### config.mk
export PLATFORM = sky130hd
export DESIGN_NAME = operand_accumulator
export DESIGN_NICKNAME = d
export VERILOG_FILES = /design/src/rtl/acc_pkg.sv /design/src/rtl/add_stage.sv /design/src/rtl/operand_accumulator.sv
export SDC_FILE = /design/constraint.sdc
export NUM_CORES = 1
export LEC_CHECK = 0
export CAP_MARGIN = 20
export CORE_MARGIN = 3
export CORE_UTILIZATION = 35
export DETAILED_ROUTE_END_ITERATION = 8
export HOLD_SLACK_MARGIN = 0.15
export SKIP_CTS_REPAIR_TIMING = 1
export SYNTH_ARGS = -nofsm -noshare
export SYNTH_HDL_FRONTEND = slang
export SYNTH_SLANG_ARGS = --single-unit
### constraint.sdc
create_clock -name clk -period 4.8 [get_ports clk]
set_input_delay 1.44 -clock clk [delete_from_list [all_inputs] [get_ports clk]]
set_output_delay 1.44 -clock clk [all_outputs]
set_load 0.02 [all_outputs]
### src/rtl/acc_pkg.sv
// Shared state encoding and default widths for the operand accumulator.
// Optional build macro used by the accumulator: ACC_SATURATE_EN.
package acc_pkg;

  localparam int DATA_W_DEF  = 16;
  localparam int COUNT_W_DEF = 8;

  typedef enum logic [1:0] {
    IDLE  = 2'd0,
    ACCUM = 2'd1,
    DONE  = 2'd2
  } acc_state_e;

endpackage

### src/rtl/add_stage.sv
// Combinational unsigned adder used as the accumulator's single add stage.
// Produces a W-bit sum and the carry-out of the top bit.
module add_stage #(
  parameter int W = 16
) (
  input  logic [W-1:0] a,
  input  logic [W-1:0] b,
  input  logic         cin,
  output logic [W-1:0] sum,
  output logic         cout
);

  logic [W:0] total;

  assign total = {1'b0, a} + {1'b0, b} + {{W{1'b0}}, cin};
  assign sum   = total[W-1:0];
  assign cout  = total[W];

endmodule

### src/rtl/operand_accumulator.sv
// Sums a counted stream of unsigned operands, one per cycle, and returns {carry count, sum}.
// Build macro ACC_SATURATE_EN: clamp to all-ones with a sticky flag instead of counting carries.
module operand_accumulator
  import acc_pkg::*;
#(
  parameter int DATA_W  = DATA_W_DEF,
  parameter int COUNT_W = COUNT_W_DEF
) (
  input  logic               clk,
  input  logic               rst_n,
  input  logic               start,
  input  logic [COUNT_W-1:0] num_ops,
  input  logic               in_valid,
  input  logic [DATA_W-1:0]  in_data,
  output logic               in_ready,
  output logic               out_valid,
  input  logic               out_ready,
  output logic [DATA_W-1:0]  out_sum,
  output logic [COUNT_W-1:0] out_carry,
  output logic               out_sat,
  output logic               busy
);

  acc_state_e         state_q;
  acc_state_e         state_d;
  logic [DATA_W-1:0]  acc_q;
  logic [COUNT_W-1:0] carry_q;
  logic [COUNT_W-1:0] remaining_q;
  logic [DATA_W-1:0]  add_sum;
  logic               add_cout;
  logic               accept;
  logic               launch;
  logic               last_op;

  assign launch  = (state_q == IDLE) && start;
  assign accept  = (state_q == ACCUM) && in_valid;
  assign last_op = (remaining_q == {{(COUNT_W-1){1'b0}}, 1'b1});

  add_stage #(
    .W (DATA_W)
  ) u_add_stage (
    .a    (acc_q),
    .b    (in_data),
    .cin  (1'b0),
    .sum  (add_sum),
    .cout (add_cout)
  );

  always_ff @(posedge clk) begin
    if (!rst_n) begin
      state_q <= IDLE;
    end else begin
      state_q <= state_d;
    end
  end

  always_comb begin
    state_d = state_q;
    case (state_q)
      IDLE: begin
        if (start) begin
          state_d = (num_ops != '0) ? ACCUM : DONE;
        end
      end
      ACCUM: begin
        if (accept && last_op) begin
          state_d = DONE;
        end
      end
      DONE: begin
        if (out_ready) begin
          state_d = IDLE;
        end
      end
      default: state_d = IDLE;
    endcase
  end

  always_ff @(posedge clk) begin
    if (!rst_n) begin
      remaining_q <= '0;
    end else if (launch) begin
      remaining_q <= num_ops;
    end else if (accept) begin
      remaining_q <= remaining_q - {{(COUNT_W-1){1'b0}}, 1'b1};
    end
  end

`ifdef ACC_SATURATE_EN
  logic sat_q;

  // Once saturated the sum stays pinned; the carry count is never used here.
  always_ff @(posedge clk) begin
    if (!rst_n) begin
      acc_q   <= '0;
      carry_q <= '0;
      sat_q   <= 1'b0;
    end else if (launch) begin
      acc_q   <= '0;
      carry_q <= '0;
      sat_q   <= 1'b0;
    end else if (accept) begin
      if (add_cout || sat_q) begin
        acc_q <= '1;
        sat_q <= 1'b1;
      end else begin
        acc_q <= add_sum;
      end
    end
  end

  assign out_sat = sat_q;
`else
  // Carry count is the high part of the true sum; it cannot wrap for legal num_ops.
  always_ff @(posedge clk) begin
    if (!rst_n) begin
      acc_q   <= '0;
      carry_q <= '0;
    end else if (launch) begin
      acc_q   <= '0;
      carry_q <= '0;
    end else if (accept) begin
      acc_q   <= add_sum;
      carry_q <= carry_q + {{(COUNT_W-1){1'b0}}, add_cout};
    end
  end

  assign out_sat = 1'b0;
`endif

  assign in_ready  = (state_q == ACCUM);
  assign out_valid = (state_q == DONE);
  assign busy      = (state_q != IDLE);
  assign out_sum   = acc_q;
  assign out_carry = carry_q;

endmodule

### Word-level counts from Yosys, hierarchy flattened

Cells that the tools add are included.
W data, S select, Z words.

| word-level totals | value |
|---|---|
| flip-flop bits (word level) | 34 |
| input port bits | 29 |
| output and inout port bits | 28 |
| word-level logic and storage cells | 30 |

| operators by class | value |
|---|---|
| add/subtract/negate cells | 3 |
| equality and inequality tests | 6 |
| mux-type cells | 7 |
| bitwise gates (word level) | 1 |
| reductions and logical operators | 9 |

Operator list:

| kind | number |
|---|---|
| $add A16 B16 Y17 | 1 |
| $mux W8 | 2 |
| $add A8 B1 Y8 | 1 |
| $eq A8 B1 Y1 const B | 1 |
| $mux W2 | 4 |
| $reduce_bool A8 Y1 | 1 |
| $sub A8 B1 Y8 const B | 1 |
| $pmux W2 S3 | 1 |
| $ne A2 B1 Y1 const B | 2 |
| $reduce_bool A2 Y1 | 2 |
| $logic_and A1 B1 Y1 | 3 |
| $reduce_and A3 Y1 | 1 |
| $eq A2 B1 Y1 const B | 1 |
| $eq A2 B2 Y1 const B | 1 |
| $logic_not A2 Y1 | 1 |
| $ne A2 B2 Y1 const B | 1 |
| $reduce_or A2 Y1 | 1 |
| $not A1 Y1 | 1 |

### Depth between registers and ports, before layout

Gate-level depths: netlist of the first run.

| logic depth | value |
|---|---|
| depth after elaboration | 5 |
| mapped depth | 13 |
| mapped depth without buffers | 13 |

### Modules after synthesis

A second synthesis of the first run with hierarchy kept.

| second synthesis, totals | value |
|---|---|
| cell total of the unflattened synthesis | 279 |
| area total of the unflattened synthesis | 2252.2 µm² |

By module, submodules not included:

| module | times used | cells each | area each (µm²) | seq. area each (µm²) |
|---|---|---|---|---|
| operand_accumulator | 1 | 190 | 1519.0 | 680.7 |
| add_stage | 1 | 89 | 733.2 | 0.0 |

### Least setup slack after synthesis of the first run

No wires, ideal clock.

| timing | value |
|---|---|
| path kind | input -> register |
| start point | input in_data[0] |
| end point | register carry_q[6] (netlist: out_carry[6]) |
| library setup time | 0.128 ns |
| arrival | 3.740 ns |
| data required time | 4.672 ns |
| path slack | 0.933 ns |
| cell stages on the path | 13 |
| path buffers | 0 |
| cell sequence | ha_1 fa_1 a211o_1 a211oi_2 nor3b_2 o22ai_1 o21ai_1 a21o_1 ha_1 ha_1 nand4_1 xor2_1 nor2_1 |

| between the ends | value |
|---|---|
| word-level cells in the longest chain between the ends | 2 |

Ends and longest elaborated chain:

| item | line | text |
|---|---|---|
| start, declared | operand_accumulator.sv:14 | `input logic [DATA_W-1:0] in_data,` |
| $add A16 B16 Y17 | add_stage.sv:15 | `assign total = {1'b0, a} + {1'b0, b} + {{W{1'b0}}, cin};` |
| $add A8 B1 Y8 | operand_accumulator.sv:124 | `carry_q <= carry_q + {{(COUNT_W-1){1'b0}}, add_cout};` |
| end signal, assigned | operand_accumulator.sv:124 |  |
| end, declared | operand_accumulator.sv:27 | `logic [COUNT_W-1:0] carry_q;` |

No other way between the ends.
A chain may end at the register's enable or synchronous reset.

### Worst setup path after layout of the first run

| timing | value |
|---|---|
| start point | input in_data[0] |
| end point | register carry_q[7] (netlist: out_carry[7]) |

Same word-level chain as after synthesis.

==> results.yml, run 1 <==
route:
  drc: 0
  dr.pass1.iters: 6
  routed_wl_um: 5840
  dr.first_iter.drc_count: 66
  vias: 2212
  wl_per_cell_um: 14.2
  post_drt_via_cell_ratio: 5.38
  ant_nets: 0
cts:
  clk_pin_slew_worst_paths_ns: 0.07
  clock_tree.buffer_depth: 2
  cts_tree: "done"
  cts.sinks: 34
  clockRootBuffer: "clkbuf_8"
  insertion_delay_ns: 0.29
  numCtsBuffers: 5
  cts_max_level: 2
setup_path:
  cpPeakStageDelay_ns: 0.43
  r2r_start: "out_sum[0]"
  r2r_end: "out_carry[7]"
  cp-end-kind: "flop"
  critical_path_buf_inv_count: 1
  cp-start-kind: "input pin"
  worst_path_max_delay_cell: "fa_1"
  worstPathRequired_ns: 4.98
  cp.depth: 14
  cp_common_cell: "ha_1"
  crit_path_max_fanout: 3
  reg2regPathDepth: 13
  cp_cell_sequence: "clkdlybuf4s50_1, ha_1, fa_1, a211o_1, a211oi_2, nor3b_2, o22ai_1, o21ai_1, a21o_1, ha_1, and3_1, nand4_1, xor2_1, nor2_1"
  rrSetupSlack_ns: 1.86
  critical_path_arrival_ns: 4.38
  path_delay_family: "compound AO/OA/AOI/OAI gates"
  path_class: "input pin to flop"
sta:
  min_period_ns: 4.19
  finalSetupViolCount: 0
  slew_headroom: 0.503
  fmaxAchievable_mhz: 239
  finalCritPeriodShare: 0.873
  finalSetupTns_ns: 0
  slew_viol_final: 0
  rsz0062_at_grt: "false"
  hold_slack_ns: 0.475
  hold_violations: 0
  fin_skew_ns: 0.00570
  worst_slew_pin_slew_ns: 0.746
yosys:
  synthDistinctLibCells: 57
  synth_area_per_cell_sq_um: 8.07
  synthMuxAreaShare: 0.00922
  synth-main-ff-cell: "dfxtp_1"
  synth_fp_nets: 337
  ys_ff_latch: 34
  netlist_area_sq_um: 2310
  syn_inst: 286
  synth_adder_area_share: 0.123
  synth_compound_area_frac: 0.249
  synth_top_family_by_area: "compound AO/OA/AOI/OAI gates"
  synth_xor_area_frac: 0.0418
  synth_edf_count: 0
  synth-seq-area-share: 0.295
  async_flop_share: 0
  synth_simple_gate_area_frac: 0.242
  yosysWarnings: 0
final_layout:
  area.growth.synth_to_final_pct: 29.3
  stdcell_count: 411
  regArea_sq_um: 681
  layout.nets: 387
  fillers: 619
  final_util: 0.484
  diodes: 0
  drive_gt1_frac: 0.0625
  multi_input_area_sq_um: 1540
power_and_ir_drop:
  ir_worst_vdd_mv: 0.105
  clkPwrFrac: 0.302
  power.leakage_nw: 1.17
  powerDensity_nw_per_um2: 225
  intPower_mw: 0.465
  pwr-share-seq: 0.455
  switching_share: 0.307
  p_comb_frac: 0.243
  finalPower_mw: 0.671
  p_switching_mw: 0.206
placed_design:
  place_inst: 404
  detailed_place_hpwl_um: 4390
  gp_congestion: 0.788
  port_buffers: 55
floorplan:
  die_width_um: 87.2
  die_h_um: 87.2
  start_util: 0.374
  num_rows: 28
  coreArea_sq_um: 6170
  io_pins: 57
  fp.dieArea_sq_um: 7600
worst_hold_path:
  hp-class: "flop to flop"
  hold_start: "remaining_q[7]"
  min_to: "remaining_q[7]"
  hold_depth: 2
grt:
  overflow: 0
  grt_usage: 0.159
  antenna_found_initial: 0
  grt_pass1_wl_um: 9570
  grt_start_max_net_pins: 34
  grt_pass1_vias: 2021
run_status:
  run_status: "finished clean"
flow_run:
  drv_cap: 0
==> worst min-delay path: stages, from the launching register on <==
cell,delay (ns)
dfxtp_1,0.30
o21ai_0,0.06
a21boi_0,0.07
==> cells by family after synthesis <==
kind of cell,after synthesis
xor gates and xnor gates,11
buffers and inverters,20
AOI/OAI and AO/OA,86
muxes,2
DFF,34
and+or+nand+nor,110
other,1
adders and majority gates,22
==> power by group through the flow <==
stage / Sequential, mW / Clock (mW) / Combinational (mW)
floorplan: 0.313 / 0 / 0.101
global placement: 0.311 / 0 / 0.162
detailed placement: 0.311 / 0 / 0.163
CTS: 0.305 / 0.212 / 0.164
global route: 0.307 / 0.225 / 0.181
finish: 0.305 / 0.203 / 0.163
==> metal layers <==
metal / global-route usage / up-vias / share of wire
met5: 0 / - / 0
met1: 0.216 / 1012 / 0.51
met4: 0.0572 / 0 / 0.012
met3: 0.0322 / 6 / 0.047
li1: - / 1148 / -
met2: 0.248 / 46 / 0.43
==> final cells by class <==
cell class	count	share of cell area
tap	75	0.0314
clock buffer	5	0.0231
timing repair buffer	58	0.192
multi-input combinational	232	0.516
clock inverter	2	0.00335
inverter	5	0.00629
sequential	34	0.228
==> worst max path at each step <==
stage	start	to	slack [ns]
final	in_data[0]	out_carry[7]	0.61
after global routing	in_data[0]	out_carry[7]	0.39
after CTS	in_data[0]	out_carry[7]	0.60
after detailed placement	in_data[0]	out_carry[7]	0.30
after global placement	in_data[0]	out_carry[6]	0.37
after floorplan	in_data[0]	out_carry[6]	0.93
==> placed cells by master, fill, tap and decap left out, drive strengths merged, types with 3 or more instances in the layout <==
cell type / n
buf: 3
inv: 5
clkdlybuf4s50: 55
o21ai: 18
a21oi: 32
nand2: 32
a211oi: 6
nor2b: 10
and2: 5
a21boi: 4
nand3: 12
dfxtp: 34
a221oi: 3
xnor2: 4
ha: 21
a21o: 5
xor2: 7
nor3: 8
and3: 4
nor2: 19
clkbuf: 5
nand4: 8
nor4: 5
==> cells in the mapped netlist (2+ instances only) <==
master    instances  area (sq um)
nand4_1           8          50.1
or4_1             2          15.0
a21oi_1          30           150
nand3_1          12          60.1
o21ai_0          16          80.1
inv_1             5          18.8
xor2_1            7          61.3
o31ai_1           2          15.0
and2_1            4          25.0
o21a_1            2          15.0
nor4_1            4          25.0
clkbuf_1          6          22.5
a21boi_0          4          30.0
xnor2_1           4          35.0
nor2_1           19          71.3
a211o_1           2          17.5
nand2_1          32           120
and3_1            4          25.0
a21oi_2           2          17.5
ha_1             21           263
nor2b_1           9          56.3
buf_2             6          30.0
a22oi_1           2          15.0
a221oi_1          3          26.3
nor3_1            8          40.0
a211oi_2          3          37.5
a21o_1            5          37.5
dfxtp_1          34           681
a211oi_1          2          15.0
==> state kept, by name, summed over array words and instances, names as in the netlist <==
register / cells
state_q: 2
out_carry: 8
remaining_q: 8
out_sum: 16
==> metrics by stage <==
step	setup WS [ns]	cell area [sq um]
floorplan	0.933	2310
global placement	0.374	2910
detailed placement	0.301	2910
CTS	0.597	2980
global route	0.393	2980
finish	0.608	2980
(Power assumes the default switching activity.)
==> run 2: changes to the inputs <==
--- a/config.mk
+++ b/config.mk
@@ -6,10 +6,11 @@
 export NUM_CORES = 1
 export LEC_CHECK = 0
 export CAP_MARGIN = 20
-export CORE_MARGIN = 3
+export CORE_MARGIN = 2
 export CORE_UTILIZATION = 35
 export DETAILED_ROUTE_END_ITERATION = 8
 export HOLD_SLACK_MARGIN = 0.15
+export SETUP_SLACK_MARGIN = 0.4
 export SKIP_CTS_REPAIR_TIMING = 1
 export SYNTH_ARGS = -nofsm -noshare
 export SYNTH_HDL_FRONTEND = slang
==> run 2 against run 1 <==
Non-clock buffer count is the same. Count of clock-buffer cells in the layout up 2. Via count increased by 1.5%. Final cell count is 0.73% higher. First-iteration DRC count is 42% higher. Critical path depth unchanged. Largest power group unchanged. Critical endpoint is now out_carry[6]. Power up 3.1%. Register-to-register slack better by 0.02 ns. Global-route usage increased by 1.1 points. Critical path type unchanged.
==> results.yml, run 2 (synthesis results as in run 1) <==
cts:
  clk_pin_slew_worst_paths_ns: 0.07
  cts_tree: "done"
  cts_max_level: 2
  cts.sinks: 34
  clockRootBuffer: "clkbuf_8"
  numCtsBuffers: 5
  clock_tree.buffer_depth: 2
  insertion_delay_ns: 0.29
grt:
  grt-busiest-layer: "met2"
  overflow: 0
  grt_usage: 0.170
  antenna_found_initial: 0
  grt_util_met3: 0.0428
  grt_use_met1: 0.224
  grt_start_max_net_pins: 20
  grt_pass1_wl_um: 10000
  gr-usage-met2: 0.271
  grt_pass1_vias: 2203
sta:
  setup_ws_ns: 0.626
  rsz0062_at_grt: "false"
  finalSetupTns_ns: 0
  hold_violations: 0
  finalCritPeriodShare: 0.870
  fmaxAchievable_mhz: 240
  min_period_ns: 4.17
  finalSetupViolCount: 0
  worst_slew_pin_slew_ns: 0.624
  fin_skew_ns: 0.00374
  slew_headroom: 0.583
  slew_viol_final: 0
route:
  wl_per_cell_um: 14.1
  vias: 2246
  post_drt_via_cell_ratio: 5.43
  drc: 0
  dr.pass1.iters: 4
  dr.first_iter.drc_count: 94
  ant_nets: 0
  routed_wl_um: 5860
floorplan:
  io_pins: 57
  start_util: 0.363
  die_width_um: 85.2
  die_h_um: 85.2
  fp.dieArea_sq_um: 7260
  num_rows: 29
  coreArea_sq_um: 6350
setup_path:
  worstPathRequired_ns: 4.98
  critical_path_arrival_ns: 4.36
  path_class: "input pin to flop"
  cp-end-kind: "flop"
  cp-start-kind: "input pin"
  reg2regPathDepth: 13
  crit_path_max_fanout: 3
placed_design:
  port_buffers: 55
  gp_congestion: 0.823
  detailed_place_hpwl_um: 4390
  place_worst_setup_slack_ns: 0.341
power_and_ir_drop:
  pwr-share-seq: 0.441
  switching_share: 0.301
  clkPwrFrac: 0.323
  p_comb_frac: 0.235
  finalPower_mw: 0.692
  powerDensity_nw_per_um2: 231
  power.leakage_nw: 1.17
  intPower_mw: 0.483
  p_switching_mw: 0.209
  ir_worst_vdd_mv: 0.139
run_status:
  run_status: "finished clean"
final_layout:
  diodes: 0
  area.growth.synth_to_final_pct: 30.0
  final_common_cell: "clkdlybuf4s50_1"
  drive_gt1_frac: 0.0623
  largest_reg_flops: 16
  final_cell_mix: "55 x clkdlybuf4s50_1, 34 x dfxtp_1, 32 x nand2_1, 30 x a21oi_1, 21 x ha_1"
  layout.nets: 387
flow_run:
  drv_cap: 0
worst_hold_path:
  hp-class: "flop to flop"
  hold_depth: 2
run 2: changes by cell type in the layout (fill, tap and decap cells not counted), sizes merged:
cell and delta:
clkbuf +2, clkinv -1
run 2: cell type report:
cell class                      instances  area (sq um)
Multi-Input combinational cell        232          1540
Clock inverter                          1          5.00
Timing Repair Buffer                   58           573
Clock buffer                            7          86.3
Sequential cell                        34           681
Tap cell                               77          96.3
Inverter                                5          18.8
Fill cell                             616          3350
run 2: metrics by stage:
| stage | hold WS, ns | util | std cells | cell area (sq um) |
|---|---|---|---|---|
| after global placement | 0.462 | 0.458 | 406 | 2910 |
| after CTS | 0.477 | 0.472 | 414 | 3000 |
| after global routing | 0.508 | 0.472 | 414 | 3000 |
| after floorplan | 0.451 | - | 286 | 2310 |
| final | 0.475 | 0.472 | 414 | 3000 |
| after detailed placement | 0.465 | 0.458 | 406 | 2910 |
run 2: final timing paths:
path,slack [ns],endpoint,from
worst max register to register,1.88,out_carry[6],out_sum[0]
worst max-delay path,0.63,out_carry[6],in_data[0]
worst min-delay path,0.47,out_sum[0],out_sum[0]
worst min register to register,0.47,out_sum[0],out_sum[0]
run 2: critical path: stages:
cell and delay, ns:
clkdlybuf4s50_1 0.41, ha_1 0.23, fa_1 0.43, a211o_1 0.32, a211oi_2 0.24, nor3b_2 0.08
o22ai_1 0.22, o21ai_1 0.09, a21o_1 0.20, ha_1 0.18, ha_1 0.20, nand4_1 0.11
xor2_1 0.15, nor2_1 0.05
run 2: per-layer routing:
metal	wire, um	up-vias
met4	82	0
met5	0	-
met3	353	9
met2	2650	64
li1	-	1150
met1	2770	1023
run 2: power by group through the flow:
stage / clock [mW] / combinational, mW / sequential [mW]
finish: 0.224 / 0.163 / 0.305
global route: 0.242 / 0.181 / 0.307
CTS: 0.232 / 0.163 / 0.305
detailed placement: 0 / 0.162 / 0.312
global placement: 0 / 0.162 / 0.311
floorplan: 0 / 0.101 / 0.313
